<file path="config.mk">
export PLATFORM = sky130hd
export DESIGN_NAME = key_debounce
export DESIGN_NICKNAME = d
export VERILOG_FILES = /design/src/rtl/key_debounce.sv
export SDC_FILE = /design/constraint.sdc
export NUM_CORES = 1
export LEC_CHECK = 0
export CORE_ASPECT_RATIO = 0.5
export CORE_MARGIN = 1
export CORE_UTILIZATION = 46
export DETAILED_ROUTE_END_ITERATION = 8
export PLACE_DENSITY = 0.7
export RECOVER_POWER = 100
export SETUP_SLACK_MARGIN = 0.02
export SYNTH_ARGS = -nofsm -noshare
export SYNTH_HDL_FRONTEND = slang
export SYNTH_SLANG_ARGS = --single-unit
</file>
<file path="constraint.sdc">
create_clock -name Clk_50MHz -period 1.25 [get_ports Clk_50MHz]
set_clock_uncertainty 0.15 [all_clocks]
set_input_delay 0.1875 -clock Clk_50MHz [delete_from_list [all_inputs] [get_ports Clk_50MHz]]
set_output_delay 0.1875 -clock Clk_50MHz [all_outputs]
set_load 0.01 [all_outputs]
</file>
<file path="src/rtl/key_debounce.sv">
// Multi-key debouncer: synced raw keys are sampled on each sample_clk rising edge; a level flips after STABLE_N agreeing samples.
// Outputs are registered, with press/release pulses one clock wide. Define KEY_REPEAT_EN to add per-key auto-repeat on key_press.
module key_debounce #(
  parameter int N_KEYS     = 4,
  parameter int STABLE_N   = 4,
  parameter int REPEAT_DLY = 20,
  parameter int REPEAT_PER = 5
) (
  input  logic              Clk_50MHz,
  input  logic              Reset_N,
  input  logic              sample_clk,
  input  logic [N_KEYS-1:0] key_in,
  output logic [N_KEYS-1:0] key_state,
  output logic [N_KEYS-1:0] key_press,
  output logic [N_KEYS-1:0] key_release
);

  localparam int HW = STABLE_N - 1;

  typedef enum logic {IDLE = 1'b0, HELD = 1'b1} key_st_e;

  logic [N_KEYS-1:0] ksync1_q, ksync2_q;
  logic              smp1_q, smp2_q, smp3_q;
  logic              tick;

  logic [HW-1:0]     hist_q [N_KEYS];
  logic [HW-1:0]     hist_d [N_KEYS];
  key_st_e           st_q   [N_KEYS];
  key_st_e           st_d   [N_KEYS];
  logic [N_KEYS-1:0] press_q, press_d, rel_q, rel_d;
  logic [N_KEYS-1:0] smp_s, all_on, all_off;

`ifdef KEY_REPEAT_EN
  logic [7:0]        rpt_q [N_KEYS];
  logic [7:0]        rpt_d [N_KEYS];
`else
  logic [15:0]       rpt_cfg_unused;
  assign rpt_cfg_unused = {8'(REPEAT_DLY), 8'(REPEAT_PER)};
`endif

  // Only the sample_clk rising edge advances the debounce state.
  assign tick = smp2_q & ~smp3_q;

  always_comb begin
    smp_s   = '0;
    all_on  = '0;
    all_off = '0;
    for (int k = 0; k < N_KEYS; k++) begin
      smp_s[k]   = ~ksync2_q[k];
      all_on[k]  = smp_s[k] & (&hist_q[k]);
      all_off[k] = ~smp_s[k] & ~(|hist_q[k]);
    end
  end

  always_comb begin
    press_d = '0;
    rel_d   = '0;
    for (int k = 0; k < N_KEYS; k++) begin
      hist_d[k] = hist_q[k];
      st_d[k]   = st_q[k];
`ifdef KEY_REPEAT_EN
      rpt_d[k]  = rpt_q[k];
`endif
      if (tick) begin
        hist_d[k] = HW'({hist_q[k], smp_s[k]});
        case (st_q[k])
          IDLE: begin
            if (all_on[k]) begin
              st_d[k]    = HELD;
              press_d[k] = 1'b1;
`ifdef KEY_REPEAT_EN
              rpt_d[k]   = 8'd0;
`endif
            end
          end
          HELD: begin
            if (all_off[k]) begin
              st_d[k]  = IDLE;
              rel_d[k] = 1'b1;
`ifdef KEY_REPEAT_EN
              rpt_d[k] = 8'd0;
`endif
            end else begin
`ifdef KEY_REPEAT_EN
              // Reload keeps the spacing after the first repeat at REPEAT_PER ticks.
              if (rpt_q[k] + 8'd1 == 8'(REPEAT_DLY)) begin
                press_d[k] = 1'b1;
                rpt_d[k]   = 8'(REPEAT_DLY - REPEAT_PER);
              end else begin
                rpt_d[k]   = rpt_q[k] + 8'd1;
              end
`endif
            end
          end
          default: st_d[k] = IDLE;
        endcase
      end
    end
  end

  always_ff @(posedge Clk_50MHz or negedge Reset_N) begin
    if (!Reset_N) begin
      ksync1_q <= '1;
      ksync2_q <= '1;
      smp1_q   <= 1'b0;
      smp2_q   <= 1'b0;
      smp3_q   <= 1'b0;
      press_q  <= '0;
      rel_q    <= '0;
      for (int k = 0; k < N_KEYS; k++) begin
        hist_q[k] <= '0;
        st_q[k]   <= IDLE;
`ifdef KEY_REPEAT_EN
        rpt_q[k]  <= 8'd0;
`endif
      end
    end else begin
      ksync1_q <= key_in;
      ksync2_q <= ksync1_q;
      smp1_q   <= sample_clk;
      smp2_q   <= smp1_q;
      smp3_q   <= smp2_q;
      press_q  <= press_d;
      rel_q    <= rel_d;
      for (int k = 0; k < N_KEYS; k++) begin
        hist_q[k] <= hist_d[k];
        st_q[k]   <= st_d[k];
`ifdef KEY_REPEAT_EN
        rpt_q[k]  <= rpt_d[k];
`endif
      end
    end
  end

  always_comb begin
    key_state = '0;
    for (int k = 0; k < N_KEYS; k++) begin
      key_state[k] = (st_q[k] == HELD);
    end
  end

  assign key_press   = press_q;
  assign key_release = rel_q;

endmodule

</file>
Word-level counts from Yosys, hierarchy flattened
Cells that the tools add are included.
- flip-flop bits (word level): 35
- input bits: 7
- output and inout bits: 12
- logic and storage cells: 77
- multiplexer cells: 32
- bitwise logic cells: 22
- reductions and logical operators: 8
- operators with widths (cell ; number):
    1-bit 2-to-1 mux ; 28
    1-bit inverter ; 13
    3-bit AND reduction ; 4
    3-bit OR reduction ; 4
    1-bit AND ; 9
    1-bit one-hot mux with 2 select lines ; 4

Depth between registers and ports, before layout
Gate-level depths: netlist of run 1.
- word-level depth: 6
- mapped depth: 4
- gate-level depth less buffers: 3

Worst setup path before layout of run 1
Ideal clock, no wire load.
- kind: register to register
- start: register smp3_q
- end: register st_q, in the netlist key_state[0]
- setup time: 0.124 ns
- data arrival time: 0.965 ns
- required time: 0.976 ns
- slack: 0.011 ns
- stages on the path, launching flop included: 4
- buffers on the path: 0
- clock period less this slack: 1.239 ns
- path through: dfrtp_1 -> and2b_4 -> nand2_1 -> a211o_1
- cells in the longest elaborated chain, start to end: 2
- RTL lines (item ; RTL line ; text):
    start: declaration ; 23 ; logic smp1_q, smp2_q, smp3_q;
    start signal: assignment ; 122 ; smp3_q <= smp2_q;
    1-bit inverter ; 42 ; assign tick = smp2_q & ~smp3_q;
    1-bit AND ; 42 ;
    end signal: indexed assignment ; 127 ; st_q[k] <= st_d[k];
    end: declaration ; 28 ; key_st_e st_q [N_KEYS];
No other way between the ends.
A chain may end at the register's enable or synchronous reset.

Final worst setup path of run 1
Same ends and word-level chain as after synthesis.

==> results of run 1 <==
-- area by class of cell --
class                   count  share of cell area [%]
clock inverters             1                   0.295
repair buffers             37                    15.0
inverters                   2                   0.442
well taps                  37                    2.73
multi-input cells          62                    24.8
flip-flops and latches     35                    52.2
clock buffers               7                    4.50
-- cells in the mapped netlist (all sizes together), types with 2 or more instances --
cell    number  share of area (%)
a22oi        2                1.2
and3         3                1.5
buf          3                2.2
dfrtp       27                 53
dfstp        8                 16
inv          2               0.59
nand2       28                8.2
nand2b       2                1.6
nand3        2               0.78
nand4        2               0.98
nor3         4                1.6
nor4         4                2.0
o21ai        3                1.2
o41ai        3                2.6
-- registers in the layout (all words and copies together), names as in the netlist --
name,count
hist_q,12
key_press,4
key_release,4
key_state,4
ksync1_q,4
ksync2_q,4
smp1_q,1
smp2_q,1
smp3_q,1
-- worst register-to-register path, cell delays in order, from the launching register on --
cell     delay, ns
dfrtp_1       0.39
and2b_4       0.31
nand2_4       0.07
a211o_1       0.25
-- report_power, final --
group / leakage, nW / total (mW) / internal (mW) / switching (mW)
Clock: 0.0422 / 0.768 / 0.390 / 0.377
Combinational: 0.296 / 0.214 / 0.105 / 0.109
Sequential: 0.431 / 1.34 / 1.23 / 0.111
-- what timing repair did --
action | in CTS | in global routing
gates cloned | 1 | 0
setup endpoints to repair | 20 | 29
resized for setup | 35 | 21
pin swaps | 8 | 6
buffers inserted | 4 | 2
-- cells in the final DEF, fill, tap and decap left out, types with 4 or more instances in the layout --
cell and instances:
dfrtp_1 26, nand2_1 23, clkbuf_1 13, buf_4 10, dfstp_2 8, dlygate4sd3_1 6
clkbuf_8 5, nor3_1 4, nand2_2 4
-- how the worst min path moves through the flow --
stage / slack, ns / to
2_1_floorplan: -0.26 / hist_q[0]
3_3_place_gp: 0.18 / smp2_q
3_5_place_dp: 0.20 / ksync2_q[3]
4_1_cts: 0.13 / hist_q[0]
5_1_grt: 0.21 / ksync2_q[3]
6_report: 0.20 / ksync2_q[0]
-- layer usage --
metal,routed length [um],vias to the layer above,GRT usage [%]
li1,-,435,-
met1,1140,446,20.5
met2,1090,20,30.0
met3,111,5,7.06
met4,41,0,10.1
met5,0,-,0
-- logic make-up (layout without fill, tap and decap cells) --
group / Yosys count / in the layout / synth area share (%)
simple gates: 48 / 49 / 19.2
flops: 35 / 35 / 69.4
compound gates: 13 / 13 / 8.63
buf+inv: 5 / 47 / 2.74
==> flow_summary.toml, run 1 <==
[status]
status = "finished with violations"
violations = "setup timing"

[pwr]
power_mw = 2.32
powerDensity_mw_per_mm2 = 1370
vdd_drop_max_mv = 0.802
p_leak_nw = 0.769

[die]
core_area_mm2 = 0.00262
start_util_pct = 48.7
ioPinCount = 19
die_w_um = 76.5
row_count = 13
fp.dieArea_mm2 = 0.00300
die_h_um = 39.2

[grt]
grt_overflow = 0
grt_max_degree = 36
grt_first_pass_wirelength_mm = 3.66
grt_pass1_vias = 827
grt_usage_pct = 17.9
antenna_found_initial = 0

[sta]
maxSlewViolCount = 0
holdWs_ns = 0.204
tightest_slew_ns = 0.738
fin_crit_sh_pct = 103
max_freq_mhz = 778
worst_slew_margin_rel_pct = 50.8
tns_ns = -0.0443
final-setup-viol-count = 3
finalWorstSetupSlack_ns = -0.0350
hold_viol_final = 0
timing.final.crit_period_ns = 1.29
rsz0062_at_grt = "true"

[placed_design]
routabilityCongestion = 0.750
place_area_mm2 = 0.00159
dpl_worst_slack_ns = -0.101
dp_hpwl_mm = 1.37
placedCellCount = 166
port_buffers = 18

[clock_network]
numClockSinks = 35
clkSlewWorstSetupHoldPaths_ns = 0.07
clkLatencyLatePin_ns = 0.28
numCtsBuffers = 5
htree_levels = 2
ctsHoldBuffers = 0
cts_tree = "done"
clock_path_buffers = 2
root_buffer = "clkbuf_8"

[yosys]
synthesis.nets = 108
synth-main-ff-cell = "dfrtp_1"
synthCells = 101
synth_cell_type_count = 25
ys_seq_area_share_pct = 69.4
yosys_warnings = 0
avgSynthCellArea_um2 = 12.6
synth.cell_area_mm2 = 0.00128
synth_edf_count = 0
synthArstFlopShare_pct = 100
ys_ff_latch = 35

[routing]
wl_per_cell_um = 13.2
viasPerCell = 5.01
drt-initial-drc-count = 32
wirelength_mm = 2.38
via_count = 906
dr.pass1.iters = 4
detail-route-antenna-nets = 0
drc_errors = 0

[worst_hold_path]
whs_path_depth = 0
worstHoldStart = "ksync1_q[0]"
hold_class = "reg -> reg"

[final_layout]
final_cell_count_no_fill = 181
diodes = 0
multi_input_comb_area_um2 = 420
final_core_util_pct = 64.8
layout.nets = 150
finalInstanceArea_mm2 = 0.00170
fill_cells = 213
syn_to_final_growth_pct = 33.0
seq_area_um2 = 887
drive_gt1_share_pct = 35.4

[worst_setup_path]
crit_arrival_ns = 1.30
crit_family = "flip-flops"
start_kind = "register"
crit_end = "key_state[0]"
cp_cell_sequence = "and2b_4 -> nand2_4 -> a211o_1"
crit_buf_inv = 0
cp.depth = 3
cp_max_fo = 5
max_stage_delay_ns = 0.39
reg2reg_depth = 3
r2r-end = "key_state[0]"
r2r_setup_slack_ns = -0.04
criticalPathCategory = "reg -> reg"
crit_path_start = "smp3_q"
r2r_start = "smp3_q"
critPathCaptureType = "register"
critPathSlowestCell = "dfrtp_1"
cp.required_ns = 1.26

[run]
max-cap-violations = 0
No activity file was read; power rests on OpenSTA's default activity.
==> run 2, diff against run 1 <==
- CELL_PAD_IN_SITES_DETAIL_PLACEMENT: unset -> 0
- CELL_PAD_IN_SITES_GLOBAL_PLACEMENT: unset -> 1
- CORE_UTILIZATION: 46 -> 37
==> run 2 against run 1 <==
Effect of this change:
- the flow still finishes with violations (setup timing)
- first-iteration DRC count fell by 9.4%
- sequential cell count did not move
- power barely moved
- routed wire length fell by 9.8%
- sequential share of layout area rose by 0.31 points
- worst hold slack improved by 0.0011 ns
- largest power group unchanged
- fmax rose by 0.33%
- final cell count rose by 0.55%
- highest routed layer unchanged
- utilization fell by 11 points
- die area rose by 23%
- setup slack improved by 0.0043 ns
==> flow_summary.toml, run 2 (same netlist as run 1, synthesis figures left out) <==
[sta]
tightest_slew_ns = 0.468
timing.final.crit_period_ns = 1.28
rsz0062_at_grt = "true"
holdWs_ns = 0.205
finalWorstSetupSlack_ns = -0.0308
fin_crit_sh_pct = 102
max_freq_mhz = 781
worst_slew_margin_rel_pct = 68.8
hold_viol_final = 0
maxSlewViolCount = 0
tns_ns = -0.0540
final-setup-viol-count = 4

[grt]
antenna_found_initial = 0
grt_first_pass_wirelength_mm = 3.71
grt_overflow = 0
grt_max_degree = 36
grt_pass1_vias = 804
grt_usage_pct = 13.8

[placed_design]
place_area_mm2 = 0.00160
placedCellCount = 170
dp_hpwl_mm = 1.35
routabilityCongestion = 0.777
port_buffers = 18

[routing]
viasPerCell = 4.85
drt-initial-drc-count = 29
wirelength_mm = 2.15
detail-route-antenna-nets = 0
drc_errors = 0
wl_per_cell_um = 11.8
via_count = 882
dr.pass1.iters = 4

[final_layout]
layout.nets = 148
syn_to_final_growth_pct = 32.1
largest_reg_flops = 12
finalInstanceArea_mm2 = 0.00169
final_core_util_pct = 53.8
final_cell_mix = "27 x nand2_1, 27 x dfrtp_1, 14 x clkbuf_1"
drive_gt1_share_pct = 31.0
diodes = 0
final_cell_count_no_fill = 182
regMostFlops = "hist_q"

[die]
ioPinCount = 19
start_util_pct = 40.7
row_count = 14
core_area_mm2 = 0.00314
fp.dieArea_mm2 = 0.00370
die_h_um = 43.5
die_w_um = 85.1

[clock_network]
htree_levels = 2
clkSlewWorstSetupHoldPaths_ns = 0.07
numClockSinks = 35
numCtsBuffers = 5
root_buffer = "clkbuf_8"
clkLatencyLatePin_ns = 0.28
clock_path_buffers = 2
cts_tree = "done"

[worst_hold_path]
hold_class = "reg -> reg"

[worst_setup_path]
cp.required_ns = 1.26
cp_cell_sequence = "and2b_4 -> nand2_4 -> a211o_1"
max_stage_delay_ns = 0.37
criticalPathCategory = "reg -> reg"
cp_max_fo = 8
critPathCaptureType = "register"
crit_arrival_ns = 1.29
critPathSlowestCell = "dfrtp_1"
start_kind = "register"

[pwr]
p_leak_nw = 0.760
vdd_drop_max_mv = 0.522
powerDensity_mw_per_mm2 = 1380

[run]
max-cap-violations = 0

[status]
status = "finished with violations"
violations = "setup timing"
[run 2: changes by cell type in the layout (fill, tap and decap cells not counted), sizes merged]
cell	previous run	this run
clkbuf	23	20
buf	14	16
and2b	2	1
[run 2: cell type report]
cell class                      instances  area [um^2]
Multi-Input combinational cell         61          407
Clock buffer                            7         76.3
Sequential cell                        35          886
Tap cell                               40         50.0
Clock inverter                          1         5.00
Inverter                                2         7.51
Fill cell                             274         1450
Timing Repair Buffer                   36          254
[run 2: per-stage QoR]
step	setup slack (ns)	total power [mW]
final	-0.0308	2.32
after global routing	-0.0841	2.45
after CTS	-0.0333	2.34
after detailed placement	-0.0940	1.55
after global placement	-0.0621	1.54
after floorplan	0.0259	1.42
[run 2: power breakdown]
group	leakage, nW	internal [mW]	switching [mW]	total [mW]
Clock	0.0422	0.391	0.383	0.773
Sequential	0.432	1.23	0.102	1.33
Combinational	0.286	0.111	0.105	0.217
[run 2: final timing paths]
check	from	end	slack, ns	cells past startpoint
hold reg to reg	ksync1_q[0]	ksync2_q[0]	0.21	0
hold / removal	ksync1_q[0]	ksync2_q[0]	0.21	0
min in group asynchronous	Reset_N	smp2_q	0.28	2
setup / recovery	smp3_q	key_state[0]	-0.03	3
setup reg to reg	smp3_q	key_state[0]	-0.03	3
max in group asynchronous	Reset_N	ksync1_q[1]	0.32	2
[run 2: timing repair]
item                                    in CTS  in global routing
setup buffers                                3                  1
gates resized for setup                     31                 19
hold endpoints to repair                     0                  0
endpoints found under the setup margin      19                 23
hold buffers                                 0                  0
gates cloned                                 0                  0
pin swaps                                    5                  3
[run 2: metal layers]
| layer | global-route usage (%) | wire length (um) |
|---|---|---|
| met1 | 18.3 | 1090 |
| met2 | 19.4 | 893 |
| met3 | 5.90 | 123 |
| met4 | 7.12 | 38 |
| met5 | 0 | 0 |
[run 2: critical path, delay by kind of cell, from the launching register on]
| family | cells | cell delay, ns |
|---|---|---|
| simple gates | 2 | 0.39 |
| flops | 1 | 0.37 |
| compound gates | 1 | 0.25 |
